===== config.mk =====
export PLATFORM = sky130hd
export DESIGN_NAME = booth_datapath
export DESIGN_NICKNAME = d
export VERILOG_FILES = /design/src/rtl/booth_datapath.sv
export SDC_FILE = /design/constraint.sdc
export NUM_CORES = 1
export LEC_CHECK = 0
export CAP_MARGIN = 10
export CORE_MARGIN = 1.5
export CORE_UTILIZATION = 40
export DETAILED_ROUTE_END_ITERATION = 12
export PLACE_DENSITY_LB_ADDON = 0.3
export SYNTH_ARGS = -nofsm -noshare
export SYNTH_HDL_FRONTEND = slang
export SYNTH_SLANG_ARGS = --single-unit
export TNS_END_PERCENT = 50

===== constraint.sdc =====
create_clock -name clk -period 4 [get_ports clk]
set_clock_uncertainty 0.2 [all_clocks]
set_input_delay 0.8 -clock clk [delete_from_list [all_inputs] [get_ports clk]]
set_output_delay 0.8 -clock clk [all_outputs]
set_load 0.02 [all_outputs]

===== src/rtl/booth_datapath.sv =====
// Radix-2 Booth multiplier datapath.
// Holds M (multiplicand), A (WIDTH+1 accumulator), Q (multiplier), Q_-1 and
// the iteration counter, and executes the control word issued by the Booth
// control unit every clock.
//
// Ports:
//   clk          rising-edge clock
//   rst          synchronous active-high reset, overrides all control bits
//   inbus        operand bus, loaded into M on c0 and into Q on c1
//   control      {c7..c0}; c7 reserved
//   q_reg        {Q[0], Q_-1} for the controller's add/sub/nop decision
//   counter_out  iteration counter
//   outbus       registered result word (c5: Q, c6: A low bits)
//   out_valid    one-cycle pulse when outbus carries a new word
module booth_datapath #(
  parameter int WIDTH        = 8,
  parameter int COUNTER_BITS = 3
) (
  input  logic                    clk,
  input  logic                    rst,
  input  logic [WIDTH-1:0]        inbus,
  input  logic [7:0]              control,
  output logic [1:0]              q_reg,
  output logic [COUNTER_BITS-1:0] counter_out,
  output logic [WIDTH-1:0]        outbus,
  output logic                    out_valid
);

  logic [WIDTH-1:0]        m;
  logic [WIDTH:0]          a;
  logic [WIDTH-1:0]        q;
  logic                    qm1;
  logic [COUNTER_BITS-1:0] cnt;

  logic [WIDTH:0]          a_arith;
  logic [WIDTH:0]          a_next;
  logic [WIDTH-1:0]        q_next;
  logic                    qm1_next;
  logic [COUNTER_BITS-1:0] cnt_next;
  logic                    ctrl_unused;

  assign ctrl_unused = control[7];

  // M is sign-extended so that -2^(WIDTH-1) can be negated without overflow
  // inside the WIDTH+1 bit accumulator.
  logic [WIDTH:0] m_ext;
  assign m_ext = {m[WIDTH-1], m};

  always_comb begin
    a_arith = a;
    if (control[2])
      a_arith = control[3] ? (a - m_ext) : (a + m_ext);
  end

  // Shift operates on the post-add/sub accumulator so c2|c4 completes one
  // full Booth iteration in a single cycle. c1 (fresh load) dominates.
  always_comb begin
    a_next   = a;
    q_next   = q;
    qm1_next = qm1;
    cnt_next = cnt;
    if (control[1]) begin
      a_next   = '0;
      q_next   = inbus;
      qm1_next = 1'b0;
      cnt_next = '0;
    end else begin
      a_next = a_arith;
      if (control[4]) begin
        a_next   = {a_arith[WIDTH], a_arith[WIDTH:1]};
        q_next   = {a_arith[0], q[WIDTH-1:1]};
        qm1_next = q[0];
        cnt_next = cnt + COUNTER_BITS'(1);
      end
    end
  end

  always_ff @(posedge clk) begin
    if (rst) begin
      m         <= '0;
      a         <= '0;
      q         <= '0;
      qm1       <= 1'b0;
      cnt       <= '0;
      outbus    <= '0;
      out_valid <= 1'b0;
    end else begin
      if (control[0]) m <= inbus;
      a   <= a_next;
      q   <= q_next;
      qm1 <= qm1_next;
      cnt <= cnt_next;
      // Output words use pre-edge register values; c5 has priority.
      if (control[5]) begin
        outbus    <= q;
        out_valid <= 1'b1;
      end else if (control[6]) begin
        outbus    <= a[WIDTH-1:0];
        out_valid <= 1'b1;
      end else begin
        out_valid <= 1'b0;
      end
    end
  end

  assign q_reg       = {q[0], qm1};
  assign counter_out = cnt;

endmodule


== Yosys cells after proc, flatten, opt, wreduce, memory -nomap -nowiden ==
Cells that the tools add are included.
Storage, ports and cells
  flip-flop bits (word level): 38
  logic and storage cells: 22
Operators by class
  mux-type cells: 9
  $add $sub $neg: 3
  reductions and logical operators: 3
Operators with widths (count)
  $mux 8: 5
  $mux 9: 2
  $add 9x9->9: 1
  $sub 9x9->9: 1
  $reduce_bool 2->1: 2
  $add 3x1->3 const B: 1
  $mux 1: 2
  $reduce_or 2->1: 1

== Logic depth before layout (Yosys ltp) ==
Gate-level depths: netlist of run 1.
  depth in word-level cells: 5
  gate-level depth with buffers: 12
  depth with buffers taken out: 12

== Least setup slack after synthesis of run 1 ==
OpenSTA, ideal clock, no wires.
  path kind: input port to flip-flop
  start: in control[3]
  end: reg a[5]
  stages: 9
  arrival time: 2.688 ns
  setup slack: 0.978 ns
  required time: 3.666 ns
  path through: buf_2 -> mux2i_1 -> ha_1 -> nor2b_1 -> o31a_1 -> o21a_1 -> or3_1 -> a311oi_1 -> a211oi_1
On the way
  cells in the longest elaborated chain, start to end: 3
RTL lines
  start, declared: line 22  | input logic [7:0] control,
  $mux 9: line 52  | a_arith = control[3] ? (a - m_ext) : (a + m_ext);
  $mux 9: line 51  | if (control[2])
  $mux 8: line 69  | if (control[4]) begin
  end signal, assigned: line 89  | a <= a_next;
  end, declared: line 30  | logic [WIDTH:0] a;
Every way passes these cells.
A chain may end at the register's enable or synchronous reset.

== Worst setup path in the final report of run 1 ==
  start: in control[3]
  end: reg a[6]
Same word-level chain as after synthesis.

==> results of run 1 <==
worst max-delay path: cells and delay by family:
kind / cells / cell delay [ns]
AO/OA/AOI/OAI: 4 / 0.90
buffers and inverters: 1 / 0.64
adder cells (fa/ha/maj): 1 / 0.28
AND/OR/NAND/NOR: 1 / 0.14
multiplexers: 2 / 0.63
metal layers:
metal / track usage (%) / up-vias / share of wire, %
met3: 5.09 / 11 / 4.8
met1: 22.9 / 806 / 47
met5: 0 / - / 0
met2: 28.9 / 39 / 46
li1: - / 901 / -
met4: 6.75 / 0 / 2.3
area by class of cell:
type | instances | area share (%)
clock inverter | 2 | 0.498
multi-input combinational | 188 | 49.0
inverter | 6 | 0.897
clock buffer | 6 | 3.29
timing repair buffer | 32 | 12.6
tap | 70 | 3.49
sequential | 38 | 30.3
cells in the final DEF (no fill, tap or decap):
master           netlist  routed
nor2_1                63      63
dfxtp_1               38      38
mux2i_1               30      30
clkdlybuf4s50_1        0      30
a21oi_1               28      28
ha_1                  10      10
xnor2_1                9       9
a211oi_1               9       9
inv_1                  6       6
clkbuf_8               0       6
nor2b_1                5       5
nand2_1                4       4
o21ai_0                4       4
xor2_1                 4       4
a31oi_1                3       3
o21a_1                 2       2
mux2_2                 2       2
buf_4                  2       2
nor3b_2                1       1
or4_1                  1       1
nor3_1                 1       1
nand3_1                1       1
nand4_1                1       1
a32oi_1                1       1
and3_1                 1       1
or2_2                  1       1
nand2b_1               1       1
a21o_1                 1       1
o31a_1                 1       1
o41ai_1                1       1
or3_1                  1       1
a311oi_1               1       1
fa_1                   1       1
clkinv_2               0       1
clkinvlp_4             0       1
logic make-up (layout without fill, tap and decap cells):
family	Yosys count	after routing	synth area share (%)
AO/OA/AOI/OAI	51	51	14.6
XOR/XNOR	13	13	5.45
AND/OR/NAND/NOR	81	81	16.5
multiplexers	32	32	15.5
flip-flops	38	38	36.4
buffers and inverters	23	46	4.67
adder cells (fa/ha/maj)	11	11	6.95
cells in the mapped netlist:
master and instances:
xnor2_1 9, a211oi_1 9, clkbuf_1 12, ha_1 10, or4_1 1, o21ai_0 4, inv_1 6, nand3_1 1
buf_2 3, mux2i_1 30, nand4_1 1, xor2_1 4, or2_2 1, a21o_1 1, a32oi_1 1, or3_1 1
nor3_1 1, nand2b_1 1, o21a_1 2, o41ai_1 1, nand2_1 4, mux2_2 2, and3_1 1, o31a_1 1
nor2b_1 5, nor3b_2 1, dfxtp_1 38, fa_1 1, nor2_1 63, a21oi_1 28, a31oi_1 3, a311oi_1 1
buf_4 2
path summary, 6_finish.rpt:
check | startpoint | end | slack, ns | cells past startpoint
setup reg to reg | m[0] | a[7] | 0.92 | 11
setup / recovery | control[3] | a[6] | 0.62 | 9
hold / removal | qm1 | qm1 | 0.31 | 2
hold reg to reg | qm1 | qm1 | 0.31 | 2
report_power, final:
part           leakage, nW  switching, W  internal (W)
logic                0.673      0.000133      0.000123
clock network       0.0472      0.000140      0.000139
registers            0.312     0.0000225      0.000400
total                 1.03      0.000295      0.000661
through the flow:
| step | instances | hold slack (ns) | total power (W) | util [%] | setup slack [ns] |
|---|---|---|---|---|---|
| after floorplan | 249 | 0.262 | 0.000619 | - | 0.978 |
| after global placement | 334 | 0.278 | 0.000682 | 47.6 | 0.335 |
| after detailed placement | 334 | 0.289 | 0.000687 | 47.6 | 0.317 |
| after CTS | 342 | 0.315 | 0.000968 | 49.5 | 0.612 |
| after global routing | 342 | 0.337 | 0.00102 | 49.5 | 0.411 |
| final | 342 | 0.308 | 0.000956 | 49.5 | 0.624 |
==> metrics.md, run 1 <==
| Metric | Value |
|---|---|
| Fmax | 296 MHz |
| Drt pass-1 iters | 4 |
| Largest net degree at the start of global routing | 27 |
| IO buf count | 30 |
| Grt total ovfl | 0 |
| Critical path class | in -> reg |
| Synthesized area | 2090 µm² |
| Fraction of layout cells with a size suffix above 1 | 5.15% |
| VDD IR max | 0.215 mV |
| Layout area overhead | 20.3% |
| Final Instance Area | 2510 µm² |
| First-pass GRT wire length | 7620 µm |
| Max reg flops | 9 |
| Synth top area cells | dfxtp_1 (36%), mux2i_1 (14%), nor2_1 (11%), a21oi_1 (6.7%), ha_1 (6.0%) |
| CTS tree | yes |
| Critical Path Max Stage Delay | 0.64 ns |
| Area of the multi-input gates | 1230 µm² |
| Number of global-route vias before repair | 1604 |
| Post-layout min period | 3.38 ns |
| Synthesized area per cell | 8.39 µm² |
| Max_slew headroom | 42.3% |
| PD cells | 381 nW/µm² |
| Setup Buffers After CTS | 0 |
| Register area | 761 µm² |
| IO Pins | 32 |
| Setup TNS | 0 ns |
| Fillcell total | 512 |
| CP max FO | 8 |
| Hold Crit Class | reg -> reg |
| Post-synth top area cell | dfxtp_1 |
| Residual DRC | 0 |
| Static Leak | 1.03 nW |
| Worst setup SP type | input port |
| Row count | 26 |
| Max-cap violations | 0 |
| Starting Density | 41.1% |
| Syn Inst Count | 249 |
| Area share of the largest cell type after synthesis | 36.4% |
| Initial antenna violation count | 0 |
| Die ar. | 5660 µm² |
| CTS Root Cell | clkbuf_8 |
| Routed vias | 1757 |
| Post-synth cell types | 33 |
| Core area | 5070 µm² |
| Num Clock Sinks | 38 |
| RSZ-0062 raised after global routing | no |
| Worst Setup End Kind | register |
| Status | finished clean |
| Die Y | 75.3 µm |
| Syn Nets | 278 |
| Worst skew pair latency | 0.30 ns |
| Synthesis warning total | 0 |
| Setup Viol. Count Final | 0 |
| Post-CTS Resized | 0 |
| Post-route ant nets | 0 |
| Final GP Congestion | 0.877 |
| Worst endpoint required time | 4.02 ns |
| Hold buffer count at cts | 0 |
| Cell chain of the critical path | clkdlybuf4s50_1 > mux2i_1 > ha_1 > nor2b_1 > o31a_1 > o41ai_1 > mux2i_1 > a21oi_1 > a211oi_1 |
| DP HPWL | 3430 µm |
| Routed wire length | 4590 µm |
| Synth Register Bits | 38 |
| Fin crit share | 84.4% |
| Clock-pin slew on the worst setup and hold paths | 0.08 ns |
| Nets | 300 |
| Cell mode on critical path | mux2i_1 |
| Total GRT Usage | 17.9% |
| Crit path max-delay cell type | clkdlybuf4s50_1 |
| Final hold violation count | 0 |
| Final-report max-slew violation count | 0 |
| Actual slew at the worst max-slew pin | 0.862 ns |
| DP Area | 2420 µm² |
| Avg WL per Cell | 13.4 µm |
| Arrival time at the worst endpoint | 3.40 ns |
| CTS H-tree depth | 2 |
| # diodes | 0 |
| Largest register by flop count | a |
| Num CTS Buffers | 5 |
| Die Wd | 75.3 µm |
| Seq/Total Area, Yosys | 36.4% |
| Max clock buf depth | 2 |
| Routed vias/inst | 5.14 |
| Initial drt markers | 90 |
(Power assumes the default switching activity.)
==> run 2, diff against run 1 <==
- clock period: 4 -> 3.05 ns (I/O delays scaled with it)
==> metrics.md, run 2 (synthesis results as in run 1) <==
| Metric | Value |
|---|---|
| Nets | 317 |
| Worst Setup End Kind | register |
| Register area | 761 µm² |
| Number of global-route vias before repair | 1634 |
| Fillcell total | 518 |
| Post-layout min period | 2.97 ns |
| Worst slack at placement | -0.221 ns |
| Die Y | 75.3 µm |
| First-pass GRT wire length | 7690 µm |
| Max_slew headroom | 62.7% |
| Hold Path Origin | qm1 |
| Critical Path End | a[5] |
| Avg WL per Cell | 13.4 µm |
| Worst endpoint required time | 3.01 ns |
| CTS H-tree depth | 2 |
| Row count | 26 |
| Core area | 5070 µm² |
| Grt total ovfl | 0 |
| Final-report max-slew violation count | 0 |
| Drt pass-1 iters | 4 |
| DP HPWL | 3560 µm |
| CP max FO | 3 |
| Starting Density | 41.1% |
| Static Leak | 1.12 nW |
| Final Instance Area | 2660 µm² |
| Worst r2r path cells | 10 |
| End of the worst register-to-register path | a[6] |
| Num Clock Sinks | 38 |
| Final GP Congestion | 0.790 |
| Initial antenna violation count | 0 |
| PD cells | 492 nW/µm² |
| RSZ-0062 raised after global routing | yes |
| Actual slew at the worst max-slew pin | 0.557 ns |
| Residual DRC | 0 |
| Most frequent cells in the layout | nor2_1 (62), dfxtp_1 (38), mux2i_1 (30), clkdlybuf4s50_1 (30), a21oi_1 (27) |
| Fmax | 336 MHz |
| Area of the multi-input gates | 1250 µm² |
| Die ar. | 5660 µm² |
| IO buf count | 30 |
| DP Area | 2540 µm² |
| IO Pins | 32 |
| Arrival time at the worst endpoint | 2.94 ns |
| Worst r2r src | m[0] |
| Max-cap violations | 0 |
| CTS Root Cell | clkbuf_8 |
| Routed vias/inst | 5.06 |
| Worst setup startpoint | control[3] |
| R2r setup slk | 0.16 ns |
| Fin crit share | 97.5% |
| Num CTS Buffers | 5 |
| # diodes | 0 |
| Routed vias | 1815 |
| VDD IR max | 0.198 mV |
| Worst skew pair latency | 0.29 ns |
| Max reg flops | 9 |
| Most common cell after layout, fill and taps aside | nor2_1 |
| Clock-pin slew on the worst setup and hold paths | 0.08 ns |
| Initial drt markers | 79 |
| Setup Viol. Count Final | 0 |
| Worst setup SP type | input port |
| Fraction of layout cells with a size suffix above 1 | 12.1% |
| Post-route ant nets | 0 |
| Status | finished clean |
| Worst hold path depth | 2 |
| Routed wire length | 4790 µm |
| Largest register by flop count | a |
| Total GRT Usage | 18.4% |
| Hold Crit Class | reg -> reg |
| Die Wd | 75.3 µm |
| Final hold violation count | 0 |
| PnR worst setup slack | 0.0776 ns |
| Critical path class | in -> reg |
| Layout area overhead | 27.3% |
| CTS tree | yes |
| Largest net degree at the start of global routing | 27 |
| Max clock buf depth | 2 |
==> run 2: through the flow <==
step | TNS [ns] | util [%] | hold WS (ns) | total power (W) | instances
final | 0 | 52.4 | 0.304 | 0.00131 | 359
after global routing | -0.0217 | 52.4 | 0.352 | 0.00139 | 359
after detailed placement | -0.808 | 50.1 | 0.293 | 0.000939 | 351
after global placement | -0.785 | 50.1 | 0.279 | 0.000932 | 351
after floorplan | 0 | - | 0.262 | 0.000812 | 249
after CTS | 0 | 52.0 | 0.311 | 0.00131 | 359
==> run 2: repair_timing <==
action                                  4_1_cts  5_1_grt
hold buffers                                  0        0
hold endpoints to repair                      0        0
resized for setup                             0        5
setup buffers                                 0        0
endpoints found under the setup margin        0        4
==> run 2: layout make-up <==
| cell class | count | share of cell area (%) |
|---|---|---|
| clock inverters | 2 | 0.471 |
| well taps | 70 | 3.29 |
| repair buffers | 49 | 16.7 |
| multi-input cells | 188 | 47.0 |
| inverters | 6 | 0.847 |
| flip-flops and latches | 38 | 28.6 |
| clock buffers | 6 | 3.11 |
==> run 2: worst min-delay path by stage <==
stage                          end
finish                         qm1
floorplan                      qm1
global route        counter_out[2]
detailed placement             qm1
global placement               qm1
CTS                            qm1
==> run 2: critical path, stage by stage <==
cell,delay (ns)
clkdlybuf4s50_1,0.51
mux2i_1,0.26
ha_1,0.26
nor2b_1,0.14
o31a_1,0.28
o21a_1,0.19
or3_1,0.35
a311oi_2,0.26
a211oi_1,0.08
==> run 2: power by group <==
part	total, W	switching, W	internal (W)
Clock	0.000370	0.000188	0.000182
Combinational	0.000386	0.000189	0.000196
Sequential	0.000552	0.0000281	0.000524
Total	0.00131	0.000406	0.000902
==> run 2: layer usage <==
layer  track usage, %  up-vias  part of all wire, %
met5                0        -                    0
met4             7.14        0                  2.4
met3             4.95       13                  4.7
met2             29.8       39                   47
met1             23.4      831                   45
li1                 -      932                    -
==> run 3, diff against run 2 <==
- CELL_PAD_IN_SITES_DETAIL_PLACEMENT: not set -> 0
- CELL_PAD_IN_SITES_GLOBAL_PLACEMENT: not set -> 2
- CORE_UTILIZATION: 40 -> 29
==> metrics.md, run 3 (synthesis results as in run 1) <==
| Metric | Value |
|---|---|
| Worst Setup End Kind | register |
| Worst endpoint required time | 3.06 ns |
| Row count | 30 |
| Fin crit share | 95.3% |
| Family with the most delay on the worst path | compound AO/OA/AOI/OAI gates |
| DP HPWL | 3930 µm |
| Routed vias | 1792 |
| Worst skew pair latency | 0.29 ns |
| GR Layer Usage met2 | 22.3% |
| Avg WL per Cell | 13.4 µm |
| PD cells | 512 nW/µm² |
| Most frequent cells in the layout | nor2_1 (62), dfxtp_1 (36), clkdlybuf4s50_1 (29), mux2i_1 (28), a21oi_1 (27) |
| Core Util, Final | 39.7% |
| Cell chain of the critical path | or4_1 > nor2_2 > nor2_1 > xnor2_1 > ha_1 > a21o_1 > o41ai_2 > buf_4 > mux2i_2 > a21oi_1 > a211oi_1 |
| Met3 usage | 3.30% |
| Fraction of layout cells with a size suffix above 1 | 13.4% |
| Grt total ovfl | 0 |
| Number of cells after detailed placement | 378 |
| IO Pins | 32 |
| Static Leak | 1.14 nW |
| Clock-pin slew on the worst setup and hold paths | 0.08 ns |
| CTS H-tree depth | 2 |
| Core area | 6870 µm² |
| IO buf count | 30 |
| Max_slew headroom | 48.2% |
| Max clock buf depth | 2 |
| Die Y | 87.9 µm |
| R2r setup slk | 0.14 ns |
| CTS Root Cell | clkbuf_8 |
| Max-cap violations | 0 |
| # diodes | 0 |
| Max reg flops | 9 |
| Met1 Usage GRT | 21.0% |
| Die ar. | 7720 µm² |
| Largest net degree at the start of global routing | 26 |
| Number of global-route vias before repair | 1706 |
| GRT Max-Usage Layer | met2 |
| Routed wire length | 5190 µm |
| Largest register by flop count | a |
| Fmax | 344 MHz |
| Routed vias/inst | 4.64 |
| Die Wd | 87.9 µm |
| CP max FO | 4 |
| Critical Path Max Stage Delay | 0.53 ns |
| Arrival time at the worst endpoint | 2.92 ns |
| Post-route ant nets | 0 |
| Residual DRC | 0 |
| Final hold violation count | 0 |
| First-pass GRT wire length | 8600 µm |
| Nets | 319 |
| CP bufs+invs | 1 |
| Crit path max-delay cell type | or4_1 |
| Status | finished clean |
| Most common cell after layout, fill and taps aside | nor2_1 |
| Final GP Congestion | 0.820 |
| Initial drt markers | 61 |
| VDD IR max | 0.184 mV |
| Setup Viol. Count Final | 0 |
| Drt pass-1 iters | 4 |
| Actual slew at the worst max-slew pin | 0.775 ns |
| CTS tree | yes |
| Initial antenna violation count | 0 |
| Final-report max-slew violation count | 0 |
| Layout area overhead | 30.7% |
| Num Clock Sinks | 38 |
| Final Non-Filler Cells | 386 |
| Hold Crit Class | reg -> reg |
| Critical path class | reg -> reg |
| Num CTS Buffers | 5 |
| Starting Density | 30.4% |
| Fillcell total | 734 |
| Post-layout min period | 2.91 ns |
| Worst setup SP type | register |
| Total GRT Usage | 14.7% |
==> run 3: per-stage QoR <==
step	TNS (ns)	setup WS (ns)	area [µm²]	hold slack [ns]	total power [W]
2_1_floorplan	0	0.218	2090	0.262	0.000812
3_3_place_gp	-1.17	-0.307	2580	0.284	0.000947
3_5_place_dp	-1.17	-0.306	2580	0.299	0.000949
6_report	0	0.144	2730	0.306	0.00140
4_1_cts	0	0.0408	2710	0.319	0.00140
5_1_grt	-0.0187	-0.0139	2730	0.361	0.00149
==> run 3: where the power goes <==
part / total [W] / switching, W / internal, W
Sequential: 0.000554 / 0.0000295 / 0.000525
Combinational: 0.000395 / 0.000191 / 0.000204
Clock: 0.000448 / 0.000186 / 0.000262
==> run 3: final cells by class <==
class	instances	area, µm²	share of cell area (%)
Clock buffer	6	82.6	3.02
Clock inverter	1	30.0	1.10
Inverter	6	22.5	0.825
Multi-Input combinational cell	188	1250	45.8
Sequential cell	38	763	28.0
Tap cell	96	120	4.40
Timing Repair Buffer	51	460	16.9
==> run 3: timing repair <==
| action | in CTS | in global routing |
|---|---|---|
| setup endpoints to repair | 1 | 5 |
| pin swaps | 0 | 2 |
| hold buffers | 0 | 0 |
| gates resized for setup | 1 | 7 |
| setup buffers | 1 | 0 |
==> run 3: path summary, 6_finish.rpt <==
check        startpoint  endpoint  cells past startpoint
max                m[0]      a[6]                     11
min                 qm1       qm1                      2
max reg2reg        m[0]      a[6]                     11
min reg2reg         qm1       qm1                      2
==> run 3: worst reg2reg max path, delay by kind of cell, from the launching register on <==
kind            cells  cell delay, ns
mux                 1            0.21
buf+inv             1            0.16
flops               1            0.34
simple gates        3            0.71
xor+xnor            1            0.12
compound gates      4            0.73
fa+ha+maj           1            0.34
==> run 3: metal layers <==
metal	vias to the layer above	share of wire [%]
met1	825	52
met2	25	44
met4	0	1.1
met3	7	3.0
li1	935	-
met5	-	0
